`config.mk`:
```
export PLATFORM = sky130hd
export DESIGN_NAME = pipe_hazard_ctrl
export DESIGN_NICKNAME = d
export VERILOG_FILES = /design/src/rtl/pipe_hazard_ctrl_pkg.sv /design/src/rtl/md_busy_counter.sv /design/src/rtl/pipe_hazard_ctrl.sv
export SDC_FILE = /design/constraint.sdc
export NUM_CORES = 1
export LEC_CHECK = 0
export BUFFER_PORTS_ARGS = -buffer_cell sky130_fd_sc_hd__buf_2
export CAP_MARGIN = 20
export CORE_MARGIN = 2
export CORE_UTILIZATION = 35
export CTS_BUF_LIST = sky130_fd_sc_hd__clkbuf_8
export CTS_CLUSTER_DIAMETER = 50
export DETAILED_ROUTE_END_ITERATION = 8
export PLACE_DENSITY_LB_ADDON = 0.15
export SLEW_MARGIN = 20
export SYNTH_ARGS = -nofsm -noshare
export SYNTH_HDL_FRONTEND = slang
export SYNTH_HIERARCHICAL = 1
export SYNTH_SLANG_ARGS = --single-unit
```
`constraint.sdc`:
```
create_clock -name clock -period 3 [get_ports clock]
set_input_delay 0.6 -clock clock [delete_from_list [all_inputs] [get_ports clock]]
set_output_delay 0.6 -clock clock [all_outputs]
set_load 0.005 [all_outputs]
```
`src/rtl/pipe_hazard_ctrl_pkg.sv`:
```
// Shared types and constants for the ID/EXE hazard controller and its mul/div sequencer.
package pipe_hazard_ctrl_pkg;

  localparam int MD_CNT_W = 4;

  typedef logic [4:0] reg_idx_t;
  typedef logic [1:0] fwd_sel_t;

  localparam fwd_sel_t FWD_RF      = 2'd0;
  localparam fwd_sel_t FWD_EXE     = 2'd1;
  localparam fwd_sel_t FWD_MEM_ALU = 2'd2;
  localparam fwd_sel_t FWD_MEM_LD  = 2'd3;

  typedef enum logic {
    MD_IDLE = 1'b0,
    MD_BUSY = 1'b1
  } md_state_t;

endpackage

```
`src/rtl/md_busy_counter.sv`:
```
// Occupancy sequencer for a multi-cycle mul/div: busy stays high for MD_LAT-1
// cycles after the issuing edge, so the op holds EXE for MD_LAT cycles in total.
module md_busy_counter
  import pipe_hazard_ctrl_pkg::*;
#(
  parameter int MD_LAT = 4
) (
  input  logic clock,
  input  logic reset,
  input  logic load,
  input  logic hold,
  output logic busy
);

  localparam logic [MD_CNT_W-1:0] LOAD_VAL = MD_CNT_W'(MD_LAT - 1);

  md_state_t           state;
  logic [MD_CNT_W-1:0] md_cnt;

  // With MD_LAT=1 the load value is zero and the op never leaves IDLE.
  always_ff @(posedge clock or posedge reset) begin
    if (reset) begin
      state  <= MD_IDLE;
      md_cnt <= '0;
      busy   <= 1'b0;
    end else begin
      case (state)
        MD_IDLE: begin
          if (load && (LOAD_VAL != '0)) begin
            state  <= MD_BUSY;
            md_cnt <= LOAD_VAL;
            busy   <= 1'b1;
          end
        end
        MD_BUSY: begin
          if (hold) begin
            md_cnt <= md_cnt - 1'b1;
            if (md_cnt == MD_CNT_W'(1)) begin
              state <= MD_IDLE;
              busy  <= 1'b0;
            end
          end
        end
        default: begin
          state  <= MD_IDLE;
          md_cnt <= '0;
          busy   <= 1'b0;
        end
      endcase
    end
  end

endmodule

```
`src/rtl/pipe_hazard_ctrl.sv`:
```
// Hazard controller for the ID/EXE register: shadow EXE/MEM scoreboard, load-use
// stall/bubble, mul/div hold and operand forwarding selects.
module pipe_hazard_ctrl
  import pipe_hazard_ctrl_pkg::*;
#(
  parameter int MD_LAT = 4
) (
  input  logic       clock,
  input  logic       reset,
  input  logic [4:0] drs,
  input  logic [4:0] drt,
  input  logic       duse_rs,
  input  logic       duse_rt,
  input  logic       dwreg,
  input  logic       dm2reg,
  input  logic [4:0] drn,
  input  logic       dmuldiv,
  output logic       fstall,
  output logic       dbubble,
  output logic       ehold,
  output logic [1:0] fwda,
  output logic [1:0] fwdb,
  output logic       ebusy
);

  logic     e_wreg, e_m2reg, m_wreg, m_m2reg;
  reg_idx_t e_rn, m_rn;
  logic     lu, md_load, busy;

  function automatic fwd_sel_t fwd_pick(input reg_idx_t src,
                                        input logic ew, input logic em, input reg_idx_t ern,
                                        input logic mw, input logic mm, input reg_idx_t mrn);
    fwd_sel_t sel;
    sel = FWD_RF;
    if (ew && !em && (ern != '0) && (ern == src))
      sel = FWD_EXE;
    else if (mw && (mrn != '0) && (mrn == src))
      sel = mm ? FWD_MEM_LD : FWD_MEM_ALU;
    return sel;
  endfunction

  assign lu = e_wreg && e_m2reg && (e_rn != '0) &&
              ((duse_rs && (e_rn == drs)) || (duse_rt && (e_rn == drt)));

  assign ehold   = busy;
  assign ebusy   = busy;
  assign fstall  = ehold | lu;
  assign dbubble = lu & ~ehold;
  assign fwda    = fwd_pick(drs, e_wreg, e_m2reg, e_rn, m_wreg, m_m2reg, m_rn);
  assign fwdb    = fwd_pick(drt, e_wreg, e_m2reg, e_rn, m_wreg, m_m2reg, m_rn);

  // A mul/div only issues when ID actually advances into EXE.
  assign md_load = dmuldiv & ~ehold & ~dbubble;

  md_busy_counter #(.MD_LAT(MD_LAT)) u_md_busy (
    .clock (clock),
    .reset (reset),
    .load  (md_load),
    .hold  (ehold),
    .busy  (busy)
  );

  // EXE/MEM shadow scoreboard
  always_ff @(posedge clock or posedge reset) begin
    if (reset) begin
      e_wreg  <= 1'b0;
      e_m2reg <= 1'b0;
      e_rn    <= '0;
      m_wreg  <= 1'b0;
      m_m2reg <= 1'b0;
      m_rn    <= '0;
    end else if (ehold) begin
      m_wreg  <= 1'b0;
      m_m2reg <= 1'b0;
    end else if (dbubble) begin
      m_wreg  <= e_wreg;
      m_m2reg <= e_m2reg;
      m_rn    <= e_rn;
      e_wreg  <= 1'b0;
      e_m2reg <= 1'b0;
      e_rn    <= '0;
    end else begin
      m_wreg  <= e_wreg;
      m_m2reg <= e_m2reg;
      m_rn    <= e_rn;
      e_wreg  <= dwreg;
      e_m2reg <= dm2reg;
      e_rn    <= drn;
    end
  end

endmodule

```
After elaboration in Yosys (flattened, before gate mapping):

Index checks and enable logic that the tools add are counted.

* add/subtract/negate cells: 1
* $mul: 0
* divide/modulo/power cells: 0
* order comparisons: 0
* eq/ne operators: 7
* shift operators: 0
* multiplexer cells: 20
* bitwise gates (word level): 7
* reductions and logical operators: 17

Operators with widths (count)
* 5-bit equality test: 4
* 1-bit logical AND: 12
* 1-bit 2-to-1 mux: 10
* 5-bit nonzero test: 2
* 2-bit 2-to-1 mux: 4
* 4-bit 2-to-1 mux: 2
* 4-bit one-hot mux with 2 select lines: 1
* 5-bit 2-to-1 mux: 1
* 4-bit by 1-bit equality test with 1-bit output, second input constant: 1
* 1-bit one-hot mux with 2 select lines: 2
* 4-bit by 1-bit subtractor with 4-bit output, second input constant: 1
* 1-bit bitwise AND: 3
* 1-bit inverter: 3
* 2-bit by 1-bit inequality test with 1-bit output, second input constant: 1
* 2-bit inequality test, second input constant: 1
* 2-bit AND reduction: 1
* 1-bit logical NOT: 1
* 1-bit logical OR: 1
* 1-bit OR: 1

* bits in registers: 20
* bits in latches: 0
* memory bits (writable): 0
* ROM bits: 0
* input bits: 22
* output and inout bits: 8
* logic and storage cells: 61
* memories: 0

Longest topological paths before layout:

Gate-level depths: netlist (run 1).

* depth in word-level cells: 9
* mapped depth: 8
* depth with buffers taken out: 8

Modules after synthesis:

Netlist (run 1), hierarchy kept.

Modules (own cells, without submodules)
* pipe_hazard_ctrl: instances 1, cells an instance 85, area each 894.6 µm²
* md_busy_counter: instances 1, cells an instance 32, area each 330.3 µm²

Worst setup path before layout (run 1):

Ideal clock, no wire load.

* path kind: in2out
* from: input drs[3]
* to: output dbubble
* arrival: 1.709 ns
* data required time: 2.400 ns
* slack: 0.691 ns
* cell stages on the path: 4
* buffers on the path: 0
* cell sequence: xor2_1 > nor4_4 > nand3_2 > a2111oi_4

* word-level cells in the longest chain between the ends: 5

Ends and longest elaborated chain
* start, declared: line pipe_hazard_ctrl.sv:10 `input logic [4:0] drs,`
* 5-bit equality test: line pipe_hazard_ctrl.sv:43 `((duse_rs && (e_rn == drs)) || (duse_rt && (e_rn == drt)));`
* 1-bit logical AND: line pipe_hazard_ctrl.sv:43
* 1-bit logical OR: line pipe_hazard_ctrl.sv:43
* 1-bit logical AND: line pipe_hazard_ctrl.sv:42 `assign lu = e_wreg && e_m2reg && (e_rn != '0) &&`
* 1-bit bitwise AND: line pipe_hazard_ctrl.sv:48 `assign dbubble = lu & ~ehold;`
* end, declared: line pipe_hazard_ctrl.sv:19 `output logic dbubble,`

No other way between the ends.

Worst setup path after layout (run 1):

* from: register e_rn[3]
* to: output fstall

* word-level cells in the longest chain between the ends: 5
* elaborated cells between the ends (all ways): 9
* classes of those cells: 2 x eq/ne; 1 x bitwise; 6 x reduce/logical

Ends and longest elaborated chain
* start, declared: line pipe_hazard_ctrl.sv:27 `reg_idx_t e_rn, m_rn;`
* start signal, assigned: line pipe_hazard_ctrl.sv:88 `e_rn <= drn;`
* 5-bit equality test: line pipe_hazard_ctrl.sv:43
* 1-bit logical AND: line pipe_hazard_ctrl.sv:43
* 1-bit logical OR: line pipe_hazard_ctrl.sv:43
* 1-bit logical AND *: line pipe_hazard_ctrl.sv:42
* 1-bit OR *: line pipe_hazard_ctrl.sv:47 `assign fstall = ehold | lu;`
* end, declared: line pipe_hazard_ctrl.sv:18 `output logic fstall,`

Every way passes the cells marked *; elsewhere a longest branch is shown, timed or not.

==> metrics.md, run 1 <==
| Metric | Value |
|---|---|
| Status | finished clean |
| Total CTS buffers | 3 |
| Count of input and output buffers | 29 |
| RD Place Congestion | 0.846 |
| Crit path cell chain | xor2_1, nor4_4, nand3_2, a211oi_1, or2_2, buf_2 |
| DRT Pass-1 Iters | 4 |
| Slowest stage delay, CP | 0.47 ns |
| Post-synthesis simple-gate area fraction | a little under a fifth |
| Mux cell area share after synthesis | roughly a tenth |
| Synth Cell Area | 1220 sq um |
| Slowest CP cell | dfrtp_1 |
| Post-synth top area cell | dfrtp_1 |
| Tmin final | 2.64 ns |
| Synth top area share | 40.9% |
| Slew headroom | around 52% |
| Placed instance area | 1430 sq um |
| Dpl ws | 0.425 ns |
| Yosys reg bits | 20 |
| FFs w/ async S/R, synth | 100% |
| Reg clk slew, reported paths | 0.07 ns |
| Post-synthesis sequential area ratio | 40.9% |
| Die Y | roughly 63 um |
| Hold-fix buffers at CTS | 0 |
| Clk buf depth | 2 |
| Iteration-0 DRC Markers | 39 |
| Critical Path RT | around 2.4 ns |
| Hpwl dp | just over 2 mm |
| Crit start category | flop |
| RSZ-0062 raised after global routing | no |
| P_leak | 0.724 nW |
| Primary FF master, synth | dfrtp_1 |
| Synth area leaders | dfrtp_1, xor2_1, mux2_2 |
| Starting Density | between 30% and 40% |
| Worst hold path type | in2async |
| Worst skew pair latency | 0.25 ns |
| Final Max Slew Viols | 0 |
| Most frequent cell after synthesis | dfrtp_1 |
| Vias in the first global route | around 940 |
| Post-synth EDFFs | 0 |
| Share of cells above drive strength 1 | a little under a third |
| Setup CP Type | reg2out |
| Die area | between 3000 and 4000 sq um |
| Clk sink count | 20 |
| Synthesized area per cell | 10.5 sq um |
| Complex-gate fraction of the synthesized area | 10.5% |
| Die Wd | 63.2 um |
| WP buf/inv | 1 |
| Fin crit share | between 80% and 90% |
| Initial antenna violation count | 0 |
| Crit. End Element | primary output |
| Synth-to-layout area growth | 21.2% |
| TritonCTS clock tree | yes |
| Worst Skew | 0.00124 ns |
| Wire per inst | 13.2 um |
| ANT nets after route | 0 |
| Row cnt | 21 |
| Critical Path Fanout Max | 5 |
| Most instantiated cells after synthesis | dfrtp_1, nor2_1, xor2_1 |
| Resize count post-CTS | 0 |
| Synth Area in XOR/XNOR | between 10 and 15% |
| Synth unique cells | 33 |
| Post-route cell area | 1490 sq um |
| Cells after synthesis | approximately 120 |
| Syn_nets | 141 |
| First-pass GRT wire length | approximately 4.4 mm |
| Peak supply drop | 382 uV |
| Crit path DAT | 2.04 ns |
| YS warnings | 6 |
| Crit path max-delay family | simple AND/OR/NAND/NOR gates |
| Vias | 945 |
| # DRC | 0 |
| Pwr per Cell Area | 943 nW/um^2 |
| R2R setup slack | about 0.68 ns |
| Total Wirelength | 2.58 mm |
| Setup TNS | 0 ns |
| Grt ovf | 0 |
| Main combinational cell family by area after synthesis | simple AND/OR/NAND/NOR gates |
| Finished Layout Cells | approximately 200 |
| Synth Area in Adders | around 2.0% |
| Tot GR Track Use | between 10 and 15% |
| Vias/cell | ~4.8 |
| Maxcap violations | 0 |
| H-tree Lvls | 1 |
| Post CTS Setup Buffer Count | 0 |
| F_max | 0.379 GHz |
| Core Region | 3340 sq um |
| Worst Max-Slew Pin Slew | 0.716 ns |
| Final WS setup | approximately 0.36 ns |
| Final setup violation count | 0 |
| Largest net degree at the start of global routing | 21 |
| Final hold violations | 0 |
| Nets | 174 |
| Fillers | about 340 |
| Placed cells | 191 |
| Boundary pin count | 30 |
| N_diodes | 0 |
| CTS Root Cell | clkbuf_8 |
registers in the layout, indices dropped and copies added (netlist names):
register,count
u_md_busy/busy,1
e_m2reg,1
e_wreg,1
m_m2reg,1
m_wreg,1
u_md_busy/state,1
m_rn,5
u_md_busy/md_cnt,4
e_rn,5
worst paths after layout:
path	startpoint	to	cells after the start
setup / recovery	e_rn[3]$_DFFE_PP0N_	fstall	6
hold / removal	reset	u_md_busy/state$_DFF_PP0_	2
setup reg to reg	e_rn[0]$_DFFE_PP0N_	u_md_busy/md_cnt[1]$_DFFE_PP0P_	8
hold reg to reg	e_wreg$_DFFE_PP0N_	m_wreg$_DFF_PP0_	1
max in group asynchronous	reset	m_rn[4]$_DFFE_PP0N_	2
min in group clock	e_wreg$_DFFE_PP0N_	m_wreg$_DFF_PP0_	1
cell families after synthesis:
logic type / after synthesis
buffers and inverters: 10
adder cells (fa/ha/maj): 2
multiplexers: 12
AO/OA/AOI/OAI: 17
XOR/XNOR: 20
AND/OR/NAND/NOR: 36
flip-flops: 20
power by group:
part / switching [mW] / total, mW / internal (mW)
logic: 0.251 / 0.573 / 0.322
registers: 0.226 / 0.626 / 0.400
clock network: 0.0844 / 0.201 / 0.117
total: 0.561 / 1.40 / 0.839
final cells by class:
type | instances | area, sq um | share of cell area, %
multi-input cells | 87 | 682 | 45.9
flip-flops and latches | 20 | 500 | 33.7
repair buffers | 32 | 168 | 11.3
well taps | 46 | 57.6 | 3.88
clock buffers | 4 | 55.1 | 3.71
inverters | 6 | 22.5 | 1.52
worst register-to-register path: stages (launching register included):
cell	delay (ns)
dfrtp_1	0.46
or4_1	0.54
o21ai_1	0.13
buf_4	0.16
a211oi_1	0.06
nor3b_1	0.45
mux2_2	0.27
nor2_1	0.04
a31oi_1	0.14
cells in the final DEF (no fill, tap or decap), types with 3 or more instances in the layout:
master,count
nand3_1,4
nor2b_1,4
mux2_2,6
clkbuf_8,4
mux2i_1,6
xnor2_1,7
o21ai_0,4
nor3_1,3
buf_2,29
inv_1,6
nor2_1,13
buf_4,3
dfrtp_1,20
xor2_1,13
per-stage QoR:
stage | utilization (%) | total power [mW] | hold slack, ns
final | 44.5 | 1.40 | 0.270
after global placement | 42.9 | 1.19 | 0.517
after detailed placement | 42.9 | 1.21 | 0.535
after floorplan | - | 1.04 | 0.391
after CTS | 44.5 | 1.42 | 0.269
after global routing | 44.5 | 1.52 | 0.278
routing by layer:
metal | vias up | GRT usage [%] | part of all wire (%)
li1 | 471 | - | -
met1 | 448 | 18.5 | 49
met2 | 24 | 23.9 | 46
met3 | 2 | 1.79 | 4.3
met4 | 0 | 5.83 | 1.0
met5 | - | 0 | 0
Power figures use the tool's default switching activity.
==> inputs of run 2 (changes only) <==
--- a/config.mk
+++ b/config.mk
@@ -5,7 +5,8 @@
 export SDC_FILE = /design/constraint.sdc
 export NUM_CORES = 1
 export LEC_CHECK = 0
-export BUFFER_PORTS_ARGS = -buffer_cell sky130_fd_sc_hd__buf_2
+export ABC_CLOCK_PERIOD_IN_PS = 3000
+export BUFFER_PORTS_ARGS = -buffer_cell sky130_fd_sc_hd__clkbuf_2
 export CAP_MARGIN = 20
 export CORE_MARGIN = 2
 export CORE_UTILIZATION = 35
==> run 2 against run 1 <==
Against the previous run: final area decreased by 0.93%; via count increased by 0.95%; combinational power increased by 2%; die area unchanged; largest cell class unchanged; critical endpoint is now dbubble; setup slack improved by 0.021 ns; largest power group unchanged; sequential power decreased by 1%.
==> metrics.md, run 2 (synthesized netlist as in run 1, its figures left out) <==
| Metric | Value |
|---|---|
| Setup TNS | 0 ns (unchanged) |
| Vias in the first global route | 984 (+4.2%) |
| Largest regs | e_rn (5), m_rn (5), u_md_busy/md_cnt (4) |
| Pwr per Cell Area | 930 nW/um^2 (-1.3%) |
| Tmin final | 2.62 ns (-0.0212 ns) |
| Initial antenna violation count | 0 (unchanged) |
| Critical Path RT | 2.40 ns (about the same) |
| Die Wd | 63.2 um (unchanged) |
| Starting Density | 36.7% (unchanged) |
| Row cnt | 21 (unchanged) |
| Slew headroom | 52.7% (+0.38 points) |
| Post CTS Setup Buffer Count | 0 (unchanged) |
| Commonest non-fill, non-tap cell in the layout | clkbuf_2 |
| Clk buf depth | 2 (unchanged) |
| Worst Max-Slew Pin Slew | 0.710 ns (-0.00568 ns) |
| Peak supply drop | 463 uV (+21%) |
| H-tree Lvls | 1 (unchanged) |
| Vias/cell | 4.92 (+1.5%) |
| TritonCTS clock tree | yes |
| Area occupied by multi-input gates | 682 sq um (unchanged) |
| Crit start category | flop |
| Final Core Density | 44.1% (-0.41 points) |
| Fillers | 363 (+6.1%) |
| Worst skew pair latency | 0.25 ns (about the same) |
| Most frequent cells in the layout | clkbuf_2, dfrtp_1, xor2_1, nor2_1, xnor2_1 |
| CTS Root Cell | clkbuf_8 |
| Hpwl dp | 2.04 mm (+0.47%) |
| Resize count post-CTS | 0 (unchanged) |
| R2R cell count | 8 (unchanged) |
| Total CTS buffers | 3 (unchanged) |
| Worst Skew | 0.00247 ns (+0.00123 ns) |
| Total Wirelength | 2.52 mm (-2.4%) |
| RSZ-0062 raised after global routing | no |
| # DRC | 0 (unchanged) |
| Crit. End Element | primary output |
| R2R setup slack | 0.65 ns (-0.03 ns) |
| Reg clk slew, reported paths | 0.07 ns (about the same) |
| Wire per inst | 13.0 um (-1.9%) |
| First-pass GRT wire length | 4.51 mm (+2.8%) |
| Core Region | 3340 sq um (unchanged) |
| Synth-to-layout area growth | 20.1% |
| N_diodes | 0 (unchanged) |
| Die area | 3990 sq um (unchanged) |
| Boundary pin count | 30 (unchanged) |
| RD Place Congestion | 0.846 (about the same) |
| Maxcap violations | 0 (unchanged) |
| Worst hold path type | in2async |
| Die Y | 63.2 um (unchanged) |
| Fin crit share | 87.2% (-0.71 points) |
| Final hold violations | 0 (unchanged) |
| F_max | 0.382 GHz (+0.81%) |
| P_leak | 0.720 nW (-0.53%) |
| Nets | 174 (unchanged) |
| Final setup violation count | 0 (unchanged) |
| Tot GR Track Use | 14.0% (-0.24 points) |
| Final Max Slew Viols | 0 (unchanged) |
| Vias | 954 (+0.95%) |
| Status | finished clean |
| Largest net degree at the start of global routing | 21 (unchanged) |
| Setup CP Type | reg2out |
| DRT Pass-1 Iters | 4 (unchanged) |
| Hold-fix buffers at CTS | 0 (unchanged) |
| Reg area | 500 sq um (unchanged) |
| Crit path DAT | 2.02 ns (-0.02 ns) |
| Count of input and output buffers | 29 (unchanged) |
| Share of cells above drive strength 1 | 31.1% (-0.46 points) |
| ANT nets after route | 0 (unchanged) |
| Clk sink count | 20 (unchanged) |
| Grt ovf | 0 (unchanged) |
| Iteration-0 DRC Markers | 12 (-69%) |
| Critical Path Fanout Max | 5 (unchanged) |
## run 2: where the power goes
part	switching [mW]	internal, mW	leakage, nW
clock	0.0766	0.0890	0.0216
sequential	0.219	0.401	0.237
combinational	0.261	0.323	0.461
## run 2: cell type report
cell class	count	area share (%)
Multi-Input combinational cell	87	46.3
Sequential cell	20	34.0
Timing Repair Buffer	32	11.4
Tap cell	46	3.91
Clock buffer	3	2.81
Inverter	6	1.53
## run 2: metrics by stage
step / worst slack [ns] / hold slack, ns / cell area [sq um] / power (mW) / instances
6_report: 0.385 / 0.259 / 1470 / 1.37 / 194
5_1_grt: 0.210 / 0.276 / 1470 / 1.50 / 194
4_1_cts: 0.365 / 0.264 / 1470 / 1.38 / 194
3_5_place_dp: 0.433 / 0.528 / 1430 / 1.21 / 191
3_3_place_gp: 0.458 / 0.517 / 1430 / 1.19 / 191
2_1_floorplan: 0.691 / 0.391 / 1220 / 1.04 / 117
## run 2: per-layer routing
metal  GRT usage, %  vias to the layer above  share of wire [%]
met5              0                        -                  0
met4           3.33                        0               0.60
met3           2.32                        2                3.9
met2           23.4                       23                 47
met1           18.9                      459                 49
li1               -                      470                  -
## run 2: path summary, 6_finish.rpt
kind / start / endpoint
setup / recovery: e_rn[3]$_DFFE_PP0N_ / dbubble
min in group clock: e_wreg$_DFFE_PP0N_ / m_wreg$_DFF_PP0_
hold reg to reg: e_wreg$_DFFE_PP0N_ / m_wreg$_DFF_PP0_
setup reg to reg: e_rn[0]$_DFFE_PP0N_ / u_md_busy/md_cnt[1]$_DFFE_PP0P_
max in group asynchronous: reset / e_wreg$_DFFE_PP0N_
hold / removal: reset / u_md_busy/busy$_DFFE_PP0P_
## run 2: worst max-delay path, cell delays in order, from the launching register on
cell and delay (ns):
dfrtp_1 0.46, xor2_1 0.21, nor4_4 0.34, nand3_2 0.17
a2111oi_4 0.41, clkbuf_2 0.17
